[src/rtl/freq_meter.sv]
`default_nettype none
// ============================================================================
// Module      : freq_meter
// Description : Measures the sig_in period in clk_50 cycles, averaged over
//               2^AVG_LOG2 periods, with a ready/valid result handshake,
//               a no-signal timeout and a sticky overrun flag.
//               Optional phase measurement against ref_in is enabled by
//               defining the macro FREQ_METER_PHASE_EN.
// Revision    : 1.0  initial release
// ============================================================================
module freq_meter #(
    parameter int          CNT_W    = 24,
    parameter int          AVG_LOG2 = 2,
    parameter logic [31:0] TIMEOUT  = 32'd5000000
) (
    input  logic             clk_50,
    input  logic             rst_n,
    input  logic             sig_in,
    input  logic             ref_in,
    input  logic             meas_ready,
    output logic             meas_valid,
    output logic [CNT_W-1:0] period,
    output logic [CNT_W-1:0] phase,
    output logic             nosig,
    output logic             overrun
);

    localparam int               ACC_W     = CNT_W + AVG_LOG2;
    localparam int               EC_W      = AVG_LOG2 + 1;
    localparam logic [EC_W-1:0]  LAST_EDGE = EC_W'((1 << AVG_LOG2) - 1);
    localparam logic [CNT_W-1:0] CNT_MAX   = '1;
    localparam logic [31:0]      TO_LAST   = TIMEOUT - 32'd1;

    // IDLE: not armed; MEASURE: armed, nothing pending; HOLD: armed, result pending
    typedef enum logic [1:0] {
        IDLE    = 2'd0,
        MEASURE = 2'd1,
        HOLD    = 2'd2
    } state_t;

    state_t            state;
    state_t            state_d;

    logic              sig_meta;
    logic              sig_sync;
    logic              sig_prev;
    logic              sig_rise;

    logic [CNT_W-1:0]  cnt;
    logic [ACC_W-1:0]  acc;
    logic [ACC_W-1:0]  acc_sum;
    logic [EC_W-1:0]   edge_cnt;
    logic [31:0]       to_cnt;

    logic              armed;
    logic              done;
    logic              timeout;
    logic              load;
    logic              drop;
    logic              valid_next;

    assign sig_rise   = sig_sync & ~sig_prev;
    assign acc_sum    = acc + ACC_W'(cnt);
    assign armed      = (state != IDLE);
    assign done       = armed & sig_rise & (edge_cnt == LAST_EDGE);
    assign timeout    = ~sig_rise & (to_cnt == TO_LAST);
    // A completed result is taken if the slot is empty or being emptied now
    assign load       = done & (~meas_valid | meas_ready);
    assign drop       = done & meas_valid & ~meas_ready;
    assign valid_next = load | (meas_valid & ~meas_ready);

    // State register
    always_ff @(posedge clk_50) begin
        if (!rst_n) state <= IDLE;
        else        state <= state_d;
    end

    // Next state: arm on first edge, track pending result, fall back on timeout
    always_comb begin
        state_d = state;
        case (state)
            IDLE: begin
                if (sig_rise) state_d = valid_next ? HOLD : MEASURE;
            end
            MEASURE, HOLD: begin
                if (timeout) state_d = IDLE;
                else         state_d = valid_next ? HOLD : MEASURE;
            end
            default: state_d = IDLE;
        endcase
    end

    // Synchronizer, timeout watchdog, period accumulation and result registers
    always_ff @(posedge clk_50) begin
        if (!rst_n) begin
            sig_meta   <= 1'b0;
            sig_sync   <= 1'b0;
            sig_prev   <= 1'b0;
            cnt        <= '0;
            acc        <= '0;
            edge_cnt   <= '0;
            to_cnt     <= '0;
            nosig      <= 1'b0;
            meas_valid <= 1'b0;
            period     <= '0;
            overrun    <= 1'b0;
        end else begin
            sig_meta <= sig_in;
            sig_sync <= sig_meta;
            sig_prev <= sig_sync;

            // Watchdog fires once per silent stretch, then holds
            if (sig_rise) begin
                to_cnt <= '0;
                nosig  <= 1'b0;
            end else begin
                if (to_cnt != TIMEOUT) to_cnt <= to_cnt + 32'd1;
                if (timeout)           nosig  <= 1'b1;
            end

            if (!armed) begin
                if (sig_rise) begin
                    cnt      <= CNT_W'(1);
                    acc      <= '0;
                    edge_cnt <= '0;
                end
            end else if (timeout) begin
                cnt      <= '0;
                acc      <= '0;
                edge_cnt <= '0;
            end else if (sig_rise) begin
                // The completing edge also starts the next averaging window
                cnt <= CNT_W'(1);
                if (done) begin
                    acc      <= '0;
                    edge_cnt <= '0;
                end else begin
                    acc      <= acc_sum;
                    edge_cnt <= edge_cnt + EC_W'(1);
                end
            end else if (cnt != CNT_MAX) begin
                cnt <= cnt + CNT_W'(1);
            end

            meas_valid <= valid_next;
            if (load)                     period  <= CNT_W'(acc_sum >> AVG_LOG2);
            if (drop)                     overrun <= 1'b1;
            else if (meas_valid && meas_ready && !done) overrun <= 1'b0;
        end
    end

`ifdef FREQ_METER_PHASE_EN
    logic             ref_meta;
    logic             ref_sync;
    logic             ref_prev;
    logic             ref_rise;
    logic [CNT_W-1:0] ph_cnt;
    logic [CNT_W-1:0] ph_next;

    assign ref_rise = ref_sync & ~ref_prev;
    // Value the phase counter takes this cycle; this is what a sig_in edge latches
    assign ph_next  = ref_rise ? '0 : ((ph_cnt == CNT_MAX) ? ph_cnt : ph_cnt + CNT_W'(1));

    // Reference synchronizer, phase counter and phase result register
    always_ff @(posedge clk_50) begin
        if (!rst_n) begin
            ref_meta <= 1'b0;
            ref_sync <= 1'b0;
            ref_prev <= 1'b0;
            ph_cnt   <= '0;
            phase    <= '0;
        end else begin
            ref_meta <= ref_in;
            ref_sync <= ref_meta;
            ref_prev <= ref_sync;
            ph_cnt   <= ph_next;
            if (load) phase <= ph_next;
        end
    end
`else
    logic unused_ref;
    assign unused_ref = ref_in;
    assign phase      = '0;
`endif

endmodule
`default_nettype wire

[config.mk]
export PLATFORM = sky130hd
export DESIGN_NAME = freq_meter
export DESIGN_NICKNAME = d
export VERILOG_FILES = /design/src/rtl/freq_meter.sv
export SDC_FILE = /design/constraint.sdc
export NUM_CORES = 1
export LEC_CHECK = 0
export CORE_AREA = 2 2 109 111
export DETAILED_ROUTE_END_ITERATION = 10
export DIE_AREA = 0 0 111 113
export PLACE_DENSITY = 0.78
export SLEW_MARGIN = 20
export SYNTH_ARGS = -nofsm -noshare
export SYNTH_HDL_FRONTEND = slang
export SYNTH_SLANG_ARGS = --single-unit
[constraint.sdc]
create_clock -name clk_50 -period 3.2 [get_ports clk_50]
set_input_delay 0.32 -clock clk_50 [delete_from_list [all_inputs] [get_ports clk_50]]
set_output_delay 0.32 -clock clk_50 [all_outputs]
set_load 0.05 [all_outputs]
==> reports/results.ini, run 1 <==
[placed_design]
hpwl_mm = 10.90
gp_congestion = 0.9882
place_area_um2 = 6771
dp.cells = 954
post-place-ws_ns = 0.4640
portBuffers = 30

[timing]
skew_ns = 0.009477
finalCriticalPeriod_ns = 2.840
finalSetupViolCount = 0
tns_ns = 0
slew_headroom_pct = 43.03
fin_crit_sh_pct = 88.74
tightest_slew_ns = 0.8480
slew_viol_final = 0
finalWorstSetupSlack_ns = 0.3605
rsz0062_at_grt = no
hold_violations = 0
max_freq_ghz = 0.3522

[route]
ant_nets = 0
drt_pass1_iterations = 5
wirelength_mm = 15.35
vias_per_cell = 5.988
vias = 5898
drcViolationCount = 0
routedWlPerCell_um = 15.58
drt_iter0_markers = 480

[yosys]
synth_top_area_cell = dfxtp_1
synth_edf_count = 0
synthDistinctLibCells = 61
synthCells = 802
netlist_top_cells_count = dfxtp_1, nor2_1, nand2_1
ys_warn_count = 0
synth.area.top_cells = dfxtp_1, ha_1, a21oi_1
synth_top_area_share_pct = 36.43
yosysSeqAreaShare_pct = 36.43
avgSynthCellArea_um2 = 8.016
synth.most_common_cell = dfxtp_1
syn-cell-area_um2 = 6429
synth_ff_type = dfxtp_1
ys_async_sr_fraction_pct = 0
ys_seq_elements = 117

[cells_and_area]
postLayoutCellArea_um2 = 7382
drive_gt1_share_pct = 6.770
nets = 866
instances_no_fill = 985
syn2layout_area_growth_pct = 14.83
antenna_cells = 0

[cts]
clockBufferDepth = 2
cts_tree = done
post-cts-setup-buffers = 0
holdBufCountCts = 0
clock-sinks = 117
htreeDepth = 4
cts_inserted_buffers = 17
cts_resized = 0
clock-root-buffer = clkbuf_16
clkTransAtPathRegs_ns = 0.05
clk_latency_ns = 0.42

[power]
pwr-share-comb_pct = 6.3
p_clk_share_pct = 53.5
swShare_pct = 23.34
ir_drop_mv = 0.5665
p_per_area_nw_per_um2 = 497.7
leakage_nw = 2.749
intPower_mw = 2.816
seq_power_share_pct = 40.1
power_switching_mw = 0.8576

[worst_setup_path]
cp.required_ns = 3.54
crit_type = reg2reg
worstReg2RegStart = cnt[0]$_SDFFE_PN0P_
critPathSlowestCell = fa_1
crit_start = cnt[0]$_SDFFE_PN0P_
arrival_ns = 3.18
start_kind = flip-flop
critPathMaxStageDelay_ns = 0.43
crit_path_end_kind = flip-flop
crit_chain = ha_1 -> fa_1 -> a21o_1 -> a221o_1 -> and4_1 -> o2111ai_1 -> nand2_1 -> or3_1 -> a21oi_1
path_max_fanout = 4
reg2reg_setup_slack_ns = 0.36

[floorplanning]
fp.dieW_um = 111
ioPinCount = 56
rows = 39
die_area_um2 = 12540
dieHeight_um = 113
initial_utilization_pct = 57.03
core_um2 = 11270

[status]
status = finished, final reports clean

[global_routing]
grt_first_pass_wirelength_mm = 25.81
antenna_found_initial = 0
gr-total-overflow = 0
grt_pass1_vias = 5542
track_usage_pct = 25.19
grt_max_degree = 34

[worst_hold_path]
worstHoldStart = acc[23]$_SDFFE_PN0P_
hold_class = reg2reg

[job]
drv_cap = 0

==> cell families (layout without fill, tap and decap cells) <==
kind of cell	count (synthesis)	in the layout	synth area share, %
AO/OA/AOI/OAI	193	193	18.39
XOR/XNOR	48	48	6.540
adder cells (fa/ha/maj)	31	31	6.150
buffers and inverters	74	91	6.228
flip-flops	117	117	36.43
multiplexers	2	2	0.3114
other	1	24	0.05833
AND/OR/NAND/NOR	336	336	25.89
==> power groups by stage <==
stage | clock (mW) | combinational (mW) | sequential [mW]
CTS | 2.00 | 0.228 | 1.47
detailed placement | 0 | 0.228 | 1.51
floorplan | 0 | 0.212 | 1.50
finish | 1.97 | 0.233 | 1.47
global route | 2.06 | 0.251 | 1.48
global placement | 0 | 0.223 | 1.50
==> worst paths after layout <==
path | to | cells after the start
worst max-delay path | period[14]$_SDFFE_PN0P_ | 9
worst min-delay path | acc[23]$_SDFFE_PN0P_ | 2
worst max register to register | period[14]$_SDFFE_PN0P_ | 9
worst min register to register | acc[23]$_SDFFE_PN0P_ | 2
==> flip-flops by register name (all words and copies together) (netlist names) <==
name and count:
nosig 1, sig_sync 1, acc 26, edge_cnt 3, overrun 1, to_cnt 32, sig_meta 1, cnt 24
meas_valid 1, state 2, sig_prev 1, period 24
==> cells in the final DEF, fill, tap and decap left out, types with 17 or more instances in the layout <==
| master | n |
|---|---|
| a21oi_1 | 69 |
| clkbuf_16 | 17 |
| clkdlybuf4s50_1 | 30 |
| conb_1 | 24 |
| dfxtp_1 | 117 |
| ha_1 | 30 |
| nand2_1 | 84 |
| nand3_1 | 42 |
| nor2_1 | 91 |
| nor3_1 | 18 |
| o21ai_0 | 23 |
| o21ai_1 | 26 |
| xnor2_1 | 20 |
| xor2_1 | 28 |
==> stage by stage <==
step | hold slack (ns) | total power [mW] | util, %
floorplan | 0.4119 | 1.716 | -
global placement | 0.4142 | 1.727 | 60.07
detailed placement | 0.4359 | 1.733 | 60.07
CTS | 0.4489 | 3.699 | 65.49
global route | 0.4727 | 3.788 | 65.49
finish | 0.4530 | 3.674 | 65.49
==> final cells by class <==
cell class                 count  area [um^2]
multi-input combinational    634         3777
clock inverter                 8        122.6
sequential                   117         2342
tap                          143        178.9
clock buffer                  23        488.0
fill                         915         3890
inverter                      14        52.55
timing repair buffer          46        420.4
==> layer usage <==
layer	wire length, um	vias up	global-route usage (%)
met5	0	-	0
met4	538	0	11.83
met3	867	46	5.517
met2	7346	215	42.49
met1	6598	2751	30.88
li1	-	2886	-
==> worst max-delay path: cells and delay by family (launching register included) <==
family	cells	cell delay, ns
compound gates	4	1.05
fa+ha+maj	2	0.67
flops	1	0.32
simple gates	3	0.74
No activity file was read; power rests on OpenSTA's default activity.
==> inputs of run 2 (changes only) <==
--- a/config.mk
+++ b/config.mk
@@ -9,6 +9,7 @@
 export DETAILED_ROUTE_END_ITERATION = 10
 export DIE_AREA = 0 0 111 113
 export PLACE_DENSITY = 0.78
+export SKIP_CTS_REPAIR_TIMING = 1
 export SLEW_MARGIN = 20
 export SYNTH_ARGS = -nofsm -noshare
 export SYNTH_HDL_FRONTEND = slang
==> results of run 2 <==
Final layout, timing and power as in run 1 (identical DEF).
